**src/rtl/word_serializer.sv**
```systemverilog
// word_serializer
// Parallel-to-serial stage feeding the serial pattern detector. It accepts
// WIDTH-bit words over a valid/ready handshake and emits one bit per clock
// on x. Back-to-back words leave no gap in the bit stream.
//
// Parameters:
//   WIDTH     data word width (>= 2)
//   MSB_FIRST 1: bit WIDTH-1 is sent first, 0: bit 0 is sent first
//   IDLE_BIT  value driven on x while no bit is being sent
//
// Ports:
//   clk        clock, rising edge
//   rst        synchronous active-high reset
//   in_data    parallel word, sampled only on an accept cycle
//   in_valid   upstream holds a word on in_data
//   in_ready   block can take a word this cycle (combinational)
//   x          serial bit (registered)
//   bit_valid  x carries a data or parity bit (registered)
//   last_bit   x carries the final bit of the current word (registered)
//   busy       a word is in flight
//
// Optional feature: define WORD_SERIALIZER_PARITY_EN to append an even
// parity bit (^in_data) after the WIDTH data bits of every word.
module word_serializer #(
  parameter int WIDTH     = 8,
  parameter bit MSB_FIRST = 1'b1,
  parameter bit IDLE_BIT  = 1'b0
) (
  input  logic             clk,
  input  logic             rst,
  input  logic [WIDTH-1:0] in_data,
  input  logic             in_valid,
  output logic             in_ready,
  output logic             x,
  output logic             bit_valid,
  output logic             last_bit,
  output logic             busy
);

`ifdef WORD_SERIALIZER_PARITY_EN
  localparam int NBITS = WIDTH + 1;
`else
  localparam int NBITS = WIDTH;
`endif
  localparam int CW = $clog2(NBITS + 1);

  typedef enum logic {IDLE, SHIFT} state_t;

  state_t           state;
  state_t           state_next;
  logic [WIDTH-1:0] shreg;
  logic [CW-1:0]    cnt;
  logic             accept;
  logic             first_bit;
  logic [WIDTH-1:0] load_rest;
  logic             shift_bit;
  logic [WIDTH-1:0] shift_rest;
`ifdef WORD_SERIALIZER_PARITY_EN
  logic             parity;
`endif

  // The first bit goes straight to x at the accepting edge, so the shift
  // register only keeps the bits that are still to come.
  always_comb begin
    first_bit  = 1'b0;
    load_rest  = '0;
    shift_bit  = 1'b0;
    shift_rest = '0;
    if (MSB_FIRST) begin
      first_bit  = in_data[WIDTH-1];
      load_rest  = in_data << 1;
      shift_bit  = shreg[WIDTH-1];
      shift_rest = shreg << 1;
    end else begin
      first_bit  = in_data[0];
      load_rest  = in_data >> 1;
      shift_bit  = shreg[0];
      shift_rest = shreg >> 1;
    end
  end

  // State register
  always_ff @(posedge clk) begin
    if (rst) begin
      state <= IDLE;
    end else begin
      state <= state_next;
    end
  end

  // Next-state logic: a word reloads from either IDLE or the last-bit
  // cycle of SHIFT; SHIFT drops to IDLE only when the last bit has gone
  // out with nothing new to take.
  always_comb begin
    state_next = state;
    case (state)
      IDLE:  if (accept) state_next = SHIFT;
      SHIFT: if (cnt == '0 && !accept) state_next = IDLE;
      default: state_next = IDLE;
    endcase
  end

  // Handshake and status outputs
  always_comb begin
    in_ready = !rst && (state == IDLE || (state == SHIFT && cnt == '0));
    accept   = in_valid && in_ready;
    busy     = (state == SHIFT);
  end

  // Datapath: cnt counts bits still to be presented after the one on x,
  // so cnt==0 marks the last bit and is where a new word may be loaded.
  always_ff @(posedge clk) begin
    if (rst) begin
      shreg     <= '0;
      cnt       <= '0;
      x         <= IDLE_BIT;
      bit_valid <= 1'b0;
      last_bit  <= 1'b0;
`ifdef WORD_SERIALIZER_PARITY_EN
      parity    <= 1'b0;
`endif
    end else if (accept) begin
      shreg     <= load_rest;
      cnt       <= CW'(NBITS - 1);
      x         <= first_bit;
      bit_valid <= 1'b1;
      last_bit  <= 1'b0;
`ifdef WORD_SERIALIZER_PARITY_EN
      parity    <= ^in_data;
`endif
    end else if (state == SHIFT) begin
      if (cnt == '0) begin
        x         <= IDLE_BIT;
        bit_valid <= 1'b0;
        last_bit  <= 1'b0;
      end else begin
        shreg     <= shift_rest;
        cnt       <= cnt - CW'(1);
        bit_valid <= 1'b1;
        last_bit  <= (cnt == CW'(1));
`ifdef WORD_SERIALIZER_PARITY_EN
        // cnt==1 here means the data bits are exhausted and the stored
        // parity bit is the one to present.
        x         <= (cnt == CW'(1)) ? parity : shift_bit;
`else
        x         <= shift_bit;
`endif
      end
    end
  end

endmodule

```
**config.mk**
```make
export PLATFORM = sky130hd
export DESIGN_NAME = word_serializer
export DESIGN_NICKNAME = d
export VERILOG_FILES = /design/src/rtl/word_serializer.sv
export SDC_FILE = /design/constraint.sdc
export NUM_CORES = 1
export LEC_CHECK = 0
export ABC_AREA = 1
export CAP_MARGIN = 20
export CORE_UTILIZATION = 53
export CTS_CLUSTER_SIZE = 40
export DETAILED_ROUTE_END_ITERATION = 8
export PLACE_DENSITY = 0.87
export SYNTH_ARGS = -nofsm -noshare
export SYNTH_HDL_FRONTEND = slang
export SYNTH_SLANG_ARGS = --single-unit
```
**constraint.sdc**
```tcl
create_clock -name clk -period 2.35 [get_ports clk]
set_input_delay 0.705 -clock clk [delete_from_list [all_inputs] [get_ports clk]]
set_output_delay 0.705 -clock clk [all_outputs]
set_load 0.005 [all_outputs]
```
==> impl_metrics.tcl <==
set metrics [dict create \
    holdCritPathClass "reg2reg" \
    grt_max_degree 20 \
    hold_viol_final 0 \
    cts_tree "built" \
    synth_top_flop_cell "dfxtp_1" \
    crit_path_start_kind "register" \
    worstPathRequired_ps 1640 \
    relSlewSlack_pct 78.3 \
    synth_cells 103 \
    synth_edf_count 0 \
    tightest_slew_ps 325 \
    nets 135 \
    clockBufferDepth 2 \
    synth_nets 116 \
    yosysTopAreaCell "dfxtp_1" \
    cts_setup_buffers 0 \
    maxSlewViolCount 0 \
    dr.pass1.iters 4 \
    track_usage_pct 20.6 \
    finClkSkew_ps 10.6 \
    ant_nets 0 \
    cts_buffers 3 \
    syn-cell-area_sq_um 825 \
    n_fill_cell 100 \
    cts_max_level 1 \
    utilization_pct 73.8 \
    grt_overflow_total 0 \
    p_leak_nw 0.464 \
    fin_cells 136 \
    viasPerCell 5.72 \
    async_reset_ff_share_pct 0 \
    io_buffers 15 \
    ys_top_cells_by_area "dfxtp_1 36%, nand2_1 10%, o211ai_2 7.6%" \
    regArea_sq_um 300 \
    drive_gt1_share_pct 16.5 \
    gp_congestion 0.794 \
    ir_drop_mv 0.331 \
    clockPowerShare_pct 24.8 \
    clk_pin_slew_ps 100 \
    finalSetupViolCount 0 \
    cts_num_sinks 15 \
    routed_wl_um 1650 \
    dp.cells 132 \
    via_count 778 \
    arrival_ps 1520 \
    internal-power_w 0.000407 \
    yosysMostFrequentCell "nand2_1" \
    num_io_pins 16 \
    grt_pass1_vias 681 \
    core_sq_um 1370 \
    synth_seq_cells 15 \
    antenna_found_initial 0 \
    multiInputGateArea_sq_um 430 \
    status "complete, no violations" \
    placementRows 13 \
    fmax_ghz 0.449 \
    seqPwrFrac_pct 48.8 \
    postSynthAreaPerCell_sq_um 8.01 \
    ys_top_cells_by_count "22 x nand2_1, 15 x dfxtp_1, 13 x inv_1, 11 x nand3_1, 7 x nand4_1" \
    swShare_pct 31.8 \
    drv_cap 0 \
    crit_type "reg2out" \
    fp.dieW_um 41.4 \
    grt_setup_unrepaired "no" \
    p_comb_share_pct 26.4 \
    wl_per_cell_um 12.1 \
    initial_core_util_pct 60.3 \
    die-area_sq_um 1720 \
    ctsHoldBuffers 0 \
    p_switching_w 0.000190 \
    ys.warnings.count 0 \
    ys_types 25 \
    min_period_ps 2230 \
    drt_iter0_markers 34 \
    route.detailed.drc 0 \
    ys_seq_area_share_pct 36.4 \
    worstPathMaxFanout 4 \
    clk-insertion-delay-late_ps 280 \
    post_cts_resized 1 \
    syn2layout_area_growth_pct 22.3 \
    die_h_um 41.4 \
    cp-end-kind "primary output" \
    yosys.area.top_type_share_pct 36.4 \
    finalCritPeriodShare_pct 94.8 \
    power_density_nw_per_um2 592 \
    clockRootBuffer "clkbuf_4" \
    grt_pass1_wl_um 2790 \
    diodes 0 \
    place_hpwl_um 1170 \
]
[cells by family after synthesis]
| family | count (synthesis) | share of synthesized area, % |
|---|---|---|
| flip-flops | 15 | 36.4 |
| adder cells (fa/ha/maj) | 2 | 3.03 |
| AO/OA/AOI/OAI | 16 | 16.7 |
| AND/OR/NAND/NOR | 51 | 32.5 |
| buffers and inverters | 19 | 11.4 |
[cell usage in the layout, fill, tap and decap left out, types with 2 or more instances in the layout]
cell,count
a21oi_1,4
buf_4,4
clkbuf_4,3
clkdlybuf4s50_1,14
dfxtp_1,15
ha_1,2
inv_1,13
nand2_1,22
nand3_1,11
nand3_2,2
nand4_1,7
nor2_1,3
o211ai_1,2
o211ai_2,5
o21ai_0,2
[registers in the layout, summed over array words and instances (netlist names)]
name	cells
shreg	7
busy	1
x	1
cnt	4
last_bit	1
bit_valid	1
[final timing paths]
| path | start | endpoint | slack [ps] | cells past startpoint |
|---|---|---|---|---|
| worst max-delay path | cnt[0] | in_ready | 120 | 5 |
| worst min register to register | last_bit | last_bit | 480 | 2 |
| worst min-delay path | last_bit | last_bit | 480 | 2 |
| worst max register to register | cnt[0] | x | 780 | 7 |
[worst max-delay path: stages, from the launching register on]
cell and delay (ps):
dfxtp_1 360, inv_1 100, ha_1 290, a21oi_4 180
nor2_1 50, dlygate4sd2_1 250
[power groups by stage]
stage               combinational, W  clock (W)  sequential, W
global route                0.000174   0.000162       0.000294
floorplan                   0.000114          0       0.000294
finish                      0.000158   0.000148       0.000291
global placement            0.000154          0       0.000295
detailed placement          0.000157          0       0.000297
CTS                         0.000157   0.000151       0.000291
[metal layers]
layer | track usage, % | vias to the layer above | wire length (um) | part of all wire (%)
li1 | - | 384 | - | -
met1 | 25.9 | 360 | 722 | 44
met2 | 34.1 | 32 | 804 | 49
met3 | 3.91 | 2 | 107 | 6.5
met4 | 9.03 | 0 | 14 | 0.85
met5 | 0 | - | 0 | 0
[stage by stage]
step | hold slack (ps) | power (W) | cell area, sq um | setup WS [ps] | setup TNS, ps
CTS | 479 | 0.000598 | 1010 | 124 | 0
floorplan | 456 | 0.000408 | 825 | 569 | 0
global route | 509 | 0.000630 | 1010 | 50.0 | 0
global placement | 450 | 0.000449 | 982 | -89.4 | -89.4
finish | 478 | 0.000597 | 1010 | 123 | 0
detailed placement | 466 | 0.000454 | 982 | -90.6 | -90.6
[layout make-up]
cell class | count | share of cell area (%)
multi-input cells | 69 | 42.7
flip-flops and latches | 15 | 29.8
repair buffers | 19 | 17.7
inverters | 14 | 5.21
clock buffers | 3 | 2.23
well taps | 15 | 1.86
clock inverters | 1 | 0.496
Power figures use the tool's default switching activity.
